**config.mk**
```make
export PLATFORM = sky130hd
export DESIGN_NAME = regfile_scoreboard
export DESIGN_NICKNAME = d
export VERILOG_FILES = /design/src/rtl/regfile_pkg.sv /design/src/rtl/regfile_busy_tracker.sv /design/src/rtl/regfile_scoreboard.sv
export SDC_FILE = /design/constraint.sdc
export NUM_CORES = 2
export LEC_CHECK = 0
export CAP_MARGIN = 5
export CORE_UTILIZATION = 40
export DETAILED_ROUTE_END_ITERATION = 16
export PLACE_DENSITY = 0.56
export SLEW_MARGIN = 20
export SYNTH_ARGS = -nofsm -noshare
export SYNTH_HDL_FRONTEND = slang
export SYNTH_SLANG_ARGS = --single-unit
```
**constraint.sdc**
```tcl
create_clock -name clk -period 6.83 [get_ports clk]
set_input_delay 1.366 -clock clk [delete_from_list [all_inputs] [get_ports clk]]
set_output_delay 1.366 -clock clk [all_outputs]
set_load 0.02 [all_outputs]
```
**src/rtl/regfile_pkg.sv**
```systemverilog
// Shared types, constants and helpers for the register file / busy scoreboard.
// Optional feature macro: REGFILE_BYPASS_EN (write-first read bypass, see top).
package regfile_pkg;

    // Default architectural data width
    localparam int XLEN_DEF = 32;

    // Widest busy vector the popcount helper accepts (NREGS must not exceed this)
    localparam int POP_MAX = 256;

    typedef logic [XLEN_DEF-1:0] reg_word_t;
    typedef logic [4:0]          reg_addr_t;

    // Architectural zero register
    localparam reg_addr_t REG_ZERO = 5'd0;

    // Number of set bits in a (zero-extended) busy vector
    function automatic int popcount(input logic [POP_MAX-1:0] vec);
        int cnt;
        cnt = 0;
        for (int i = 0; i < POP_MAX; i++) begin
            cnt = cnt + int'(vec[i]);
        end
        return cnt;
    endfunction

endpackage

```
**src/rtl/regfile_busy_tracker.sv**
```systemverilog
// Per-register busy scoreboard: reservations from decode set a bit, writeback
// releases it, flush clears everything. Entry 0 is never busy.
module regfile_busy_tracker
    import regfile_pkg::*;
#(
    parameter int NREGS = 32,
    parameter int AW    = $clog2(NREGS)
) (
    input  logic             clk,
    input  logic             reset_n,
    input  logic             wr_en,
    input  logic [AW-1:0]    wr_addr,
    input  logic             rsv_en,
    input  logic [AW-1:0]    rsv_addr,
    input  logic             flush,
    output logic [NREGS-1:0] busy_o,
    output logic             rsv_ready,
    output logic [AW:0]      busy_count
);

    logic [NREGS-1:0] busy_q;
    logic [NREGS-1:0] busy_d;
    logic [AW:0]      count_q;
    logic [AW:0]      count_d;
    logic             wr_rel_s;
    logic             rsv_take_s;

    // Reservation acceptance and next busy vector. A writeback releasing the
    // very register being reserved frees it in the same cycle, so the new
    // reservation is accepted and wins (busy ends set).
    always_comb begin
        wr_rel_s   = wr_en && (wr_addr != {AW{1'b0}});
        rsv_ready  = (rsv_addr == {AW{1'b0}}) || !busy_q[rsv_addr]
                     || (wr_rel_s && (wr_addr == rsv_addr));
        rsv_take_s = rsv_en && rsv_ready && (rsv_addr != {AW{1'b0}});

        busy_d = busy_q;
        if (wr_rel_s) begin
            busy_d[wr_addr] = 1'b0;
        end else begin
            busy_d = busy_d;
        end
        if (rsv_take_s) begin
            busy_d[rsv_addr] = 1'b1;
        end else begin
            busy_d = busy_d;
        end
        if (flush) begin
            busy_d = {NREGS{1'b0}};
        end else begin
            busy_d = busy_d;
        end
        busy_d[0] = 1'b0;

        count_d = (AW+1)'(popcount(POP_MAX'(busy_d)));
    end

    // Busy vector and its registered population count
    always_ff @(posedge clk) begin
        if (!reset_n) begin
            busy_q  <= {NREGS{1'b0}};
            count_q <= {(AW+1){1'b0}};
        end else begin
            busy_q  <= busy_d;
            count_q <= count_d;
        end
    end

    assign busy_o     = busy_q;
    assign busy_count = count_q;

endmodule

```
**src/rtl/regfile_scoreboard.sv**
```systemverilog
// Multi-read-port integer register file with registered reads and a busy
// scoreboard (regfile_busy_tracker). Entry 0 reads as zero and ignores writes.
// Macro REGFILE_BYPASS_EN: a read of the register being written this cycle
// returns the new data with busy 0 (write-first); otherwise read-first.
module regfile_scoreboard
    import regfile_pkg::*;
#(
    parameter  int XLEN   = XLEN_DEF,
    parameter  int NREGS  = 32,
    parameter  int NUM_RD = 2,
    localparam int AW     = $clog2(NREGS)
) (
    input  logic                   clk,
    input  logic                   reset_n,
    input  logic [NUM_RD-1:0]      rd_en,
    input  logic [NUM_RD*AW-1:0]   rd_addr,
    output logic [NUM_RD*XLEN-1:0] rd_data,
    output logic [NUM_RD-1:0]      rd_valid,
    output logic [NUM_RD-1:0]      rd_busy,
    input  logic                   wr_en,
    input  logic [AW-1:0]          wr_addr,
    input  logic [XLEN-1:0]        wr_data,
    input  logic                   rsv_en,
    input  logic [AW-1:0]          rsv_addr,
    output logic                   rsv_ready,
    input  logic                   flush,
    output logic [AW:0]            busy_count
);

    logic [XLEN-1:0]        mem_q [NREGS];
    logic [NREGS-1:0]       busy_s;
    logic [AW-1:0]          addr_s [NUM_RD];
    logic [NUM_RD*XLEN-1:0] rd_data_q;
    logic [NUM_RD*XLEN-1:0] rd_data_d;
    logic [NUM_RD-1:0]      rd_valid_q;
    logic [NUM_RD-1:0]      rd_valid_d;
    logic [NUM_RD-1:0]      rd_busy_q;
    logic [NUM_RD-1:0]      rd_busy_d;

    regfile_busy_tracker #(
        .NREGS (NREGS),
        .AW    (AW)
    ) u_busy (
        .clk        (clk),
        .reset_n    (reset_n),
        .wr_en      (wr_en),
        .wr_addr    (wr_addr),
        .rsv_en     (rsv_en),
        .rsv_addr   (rsv_addr),
        .flush      (flush),
        .busy_o     (busy_s),
        .rsv_ready  (rsv_ready),
        .busy_count (busy_count)
    );

    // Register storage; entry 0 is never written so it stays zero
    always_ff @(posedge clk) begin
        if (!reset_n) begin
            for (int r = 0; r < NREGS; r++) begin
                mem_q[r] <= {XLEN{1'b0}};
            end
        end else if (wr_en && (wr_addr != {AW{1'b0}})) begin
            mem_q[wr_addr] <= wr_data;
        end
    end

    // Per-port read data, valid and sampled busy bit for the next cycle
    always_comb begin
        rd_data_d  = {(NUM_RD*XLEN){1'b0}};
        rd_valid_d = {NUM_RD{1'b0}};
        rd_busy_d  = {NUM_RD{1'b0}};
        for (int i = 0; i < NUM_RD; i++) begin
            addr_s[i] = rd_addr[i*AW +: AW];
            if (!rd_en[i]) begin
                rd_valid_d[i] = 1'b0;
            end else if (addr_s[i] == {AW{1'b0}}) begin
                rd_valid_d[i] = 1'b1;
`ifdef REGFILE_BYPASS_EN
            end else if (wr_en && (wr_addr == addr_s[i])) begin
                rd_valid_d[i]              = 1'b1;
                rd_data_d[i*XLEN +: XLEN] = wr_data;
                rd_busy_d[i]               = 1'b0;
`endif
            end else begin
                rd_valid_d[i]              = 1'b1;
                rd_data_d[i*XLEN +: XLEN] = mem_q[addr_s[i]];
                rd_busy_d[i]               = busy_s[addr_s[i]];
            end
        end
    end

    // Registered read outputs
    always_ff @(posedge clk) begin
        if (!reset_n) begin
            rd_data_q  <= {(NUM_RD*XLEN){1'b0}};
            rd_valid_q <= {NUM_RD{1'b0}};
            rd_busy_q  <= {NUM_RD{1'b0}};
        end else begin
            rd_data_q  <= rd_data_d;
            rd_valid_q <= rd_valid_d;
            rd_busy_q  <= rd_busy_d;
        end
    end

    assign rd_data  = rd_data_q;
    assign rd_valid = rd_valid_q;
    assign rd_busy  = rd_busy_q;

endmodule
```
==> results.sh <==
export IMPL_status="finished clean"
export IMPL_die_w_um=386.0
export IMPL_whs_ps=587.2
export IMPL_timing_final_crit_share=0.9722
export IMPL_grt_pass1_wl_um=274700
export IMPL_worst_path_max_fanout=6
export IMPL_clock_latency_ps=770
export IMPL_synth_most_common_cell="edfxtp_1"
export IMPL_min_delay_path_class="reg -> reg"
export IMPL_cts_root_buf="clkbuf_16"
export IMPL_cts_buffers=131
export IMPL_path_cells="clkdlybuf4s15_2 -> buf_12 -> buf_6 -> nor3b_4 -> a222oi_1 -> a21o_1 -> a211o_4 -> buf_4 -> a32oi_2 -> nor2_1 -> fa_1 -> inv_1 -> fa_1 -> fa_1 -> fa_1 -> fa_1 -> inv_2 -> fa_2 -> ha_4 -> fa_2 -> a21o_1 -> a21oi_2 -> xor2_1 -> nor2_1"
export IMPL_clock_sinks=1129
export IMPL_irDropWorstVdd_mv=0.1931
export IMPL_fin_crit_ps=6640
export IMPL_finalSetupViolations=0
export IMPL_tns_ps=0
export IMPL_synth_edf_count=1024
export IMPL_reg2reg_setup_slack_ps=680
export IMPL_finalWirelength_um=198100
export IMPL_cp_num_buf_inv=6
export IMPL_yosys_warnings=0
export IMPL_cts_tree="yes"
export IMPL_wire_per_inst_um=33.47
export IMPL_crit_required_ps=7440
export IMPL_slew_violations=0
export IMPL_synth_seq_cells=1129
export IMPL_critPathArrivalTime_ps=7250
export IMPL_globalplace_congestion=0.9262
export IMPL_grt_pass1_vias=35540
export IMPL_ys_async_sr_fraction=0
export IMPL_io_pins=134
export IMPL_clock_path_buffers=3
export IMPL_synth_ff_type="edfxtp_1"
export IMPL_io_buffers=133
export IMPL_grt_busiest_layer="met2"
export IMPL_synthTopCellsByCount="edfxtp_1, and2_1, mux4_2"
export IMPL_antenna_found_initial=21
export IMPL_drive_gt1_frac=0.2992
export IMPL_gr_usage_met1=0.3560
export IMPL_htree_levels=4
export IMPL_dp_final_hpwl_um=113700
export IMPL_fin_skew_ps=28.33
export IMPL_die_y_um=386.0
export IMPL_row_count=140
export IMPL_syn_avg_cell_area_um2=15.73
export IMPL_first_pass_iters=7
export IMPL_fin_nets=3978
export IMPL_startpoint_type="primary input"
export IMPL_powerDensity_nw_per_um2=251.1
export IMPL_synthTopCellsByArea="edfxtp_1, mux4_2, and2_1"
export IMPL_p_leak_uw=0.02345
export IMPL_drt_iter0_markers=3924
export IMPL_worstSetupPathType="in -> reg"
export IMPL_grt_util_all_layers=0.2687
export IMPL_gr_total_overflow=0
export IMPL_seq_area_frac_synth=0.5569
export IMPL_synth_area_leader_cell="edfxtp_1"
export IMPL_slowest_delay_ps=550
export IMPL_met3_usage=0.06673
export IMPL_core_um2=146100
export IMPL_vias=34810
export IMPL_critical_path_most_common_cell="fa_1"
export IMPL_use_met2=0.4265
export IMPL_area_growth_pct=14.88
export IMPL_drc=0
export IMPL_rsz0062_at_grt="false"
export IMPL_viasPerCell=5.881
export IMPL_synth_area_um2=58990
export IMPL_end_kind="flip-flop"
export IMPL_syn_inst=3750
export IMPL_crit_family="adder cells"
export IMPL_relSlewSlack=0.2254
export IMPL_ys_types=57
export IMPL_hold_buffers=0
export IMPL_synth_top_area_frac=0.5213
export IMPL_path_clk_slew_ps=60
export IMPL_worst_slew_pin_slew_ps=1158
export IMPL_timing_fmax_mhz=150.6
export IMPL_cpMaxStageDelayCell="fa_1"
export IMPL_maxCapViolations=0
export IMPL_start_util=0.4038
export IMPL_die_area_um2=149000
export IMPL_finalHoldViolations=0
export IMPL_grt_max_degree=77
export IMPL_detail_route_antenna_nets=0
## metrics by stage
stage	setup slack, ps	total power, uW	std cells	area, um^2	utilization
6_report	190.1	17020	5918	67770	0.4639
5_1_grt	8.280	17460	5912	67750	0.4638
4_1_cts	2.109	17100	5905	67710	0.4635
3_5_place_dp	-970.6	10250	5654	63360	0.4337
3_3_place_gp	-989.8	10230	5654	63390	0.4339
2_1_floorplan	-174.4	9414	3781	59150	-
## report_power, final
| part | leakage (uW) | internal, uW | switching, uW | total (uW) |
|---|---|---|---|---|
| combinational | 0.0108 | 897 | 1120 | 2010 |
| clock | 0.00204 | 3980 | 2920 | 6900 |
| sequential | 0.0106 | 7920 | 181 | 8100 |
| total | 0.0234 | 12800 | 4220 | 17000 |
## flip-flops by register name, indices dropped and copies added, names as in the netlist
register	flops
u_busy.busy_o	31
rd_busy	2
mem_q	1024
rd_valid	2
rd_data	64
u_busy.busy_count	6
## area by class of cell
class | count | area, um^2
tap | 1917 | 2399
fill | 12490 | 78320
timing repair buffer | 353 | 3192
sequential | 1129 | 32850
multi-input combinational | 2109 | 24530
clock buffer | 191 | 3760
clock inverter | 46 | 397.9
inverter | 163 | 611.8
antenna | 10 | 25.02
## logic make-up (layout without fill, tap and decap cells)
| logic type | after synthesis | in the layout | synth area share |
|---|---|---|---|
| xor+xnor | 7 | 7 | 0.001039 |
| buf+inv | 543 | 753 | 0.03748 |
| mux | 673 | 673 | 0.2544 |
| flops | 1129 | 1129 | 0.5569 |
| other cells | 1 | 42 | 0.00006357 |
| simple gates | 1226 | 1226 | 0.1240 |
| compound gates | 139 | 139 | 0.01642 |
| fa+ha+maj | 32 | 32 | 0.009714 |
## layer usage
metal,wire length (um),vias up
li1,-,14510
met1,78450,18340
met2,93650,1620
met3,18340,326
met4,7532,16
met5,86,-
## final timing paths
path                           startpoint  cells past startpoint                         endpoint
max                           rsv_addr[3]                     24  u_busy.busy_count[4]$_SDFF_PN0_
min          u_busy.busy_o[22]$_SDFF_PN0_                      2     u_busy.busy_o[22]$_SDFF_PN0_
max reg2reg   u_busy.busy_o[9]$_SDFF_PN0_                     21  u_busy.busy_count[4]$_SDFF_PN0_
min reg2reg  u_busy.busy_o[22]$_SDFF_PN0_                      2     u_busy.busy_o[22]$_SDFF_PN0_
## cells in the final DEF, fill, tap and decap left out, types with 5 or more instances in the layout
| cell | count |
|---|---|
| a21o_1 | 10 |
| a21oi_1 | 9 |
| a32oi_1 | 9 |
| and2_1 | 999 |
| buf_12 | 17 |
| buf_2 | 17 |
| buf_4 | 196 |
| buf_6 | 10 |
| clkbuf_1 | 41 |
| clkbuf_16 | 138 |
| clkbuf_8 | 10 |
| clkdlybuf4s50_1 | 99 |
| clkinv_1 | 17 |
| clkinv_2 | 18 |
| conb_1 | 32 |
| dfxtp_1 | 105 |
| diode_2 | 10 |
| dlymetal6s2s_1 | 6 |
| edfxtp_1 | 1024 |
| fa_1 | 20 |
| ha_1 | 8 |
| inv_1 | 160 |
| mux2_2 | 6 |
| mux4_2 | 660 |
| nand2_1 | 66 |
| nand2_2 | 30 |
| nand3_1 | 9 |
| nor2_1 | 36 |
| nor2_4 | 31 |
| o21ai_4 | 5 |
| o22a_1 | 7 |
| o22ai_1 | 76 |
| or2_1 | 5 |
| xnor2_1 | 6 |
## worst register-to-register path, stage by stage (launching register included)
cell	delay, ps
dfxtp_1	590
mux2_1	210
nand4b_1	90
a21o_1	210
a211o_4	380
buf_4	160
a32oi_2	190
nor2_1	100
fa_1	550
inv_1	60
fa_1	470
fa_1	550
fa_1	430
fa_1	510
inv_2	40
fa_2	430
ha_4	180
fa_2	340
a21o_1	170
a21oi_2	120
xor2_1	150
nor2_1	60
## what timing repair did
action / in CTS / in global routing
endpoints found under the setup margin: 3 / 4
pin swaps: 31 / 20
resized for setup: 31 / 12
buffers inserted: 15 / 2
Note: power is estimated with default switching activity, not from simulation.
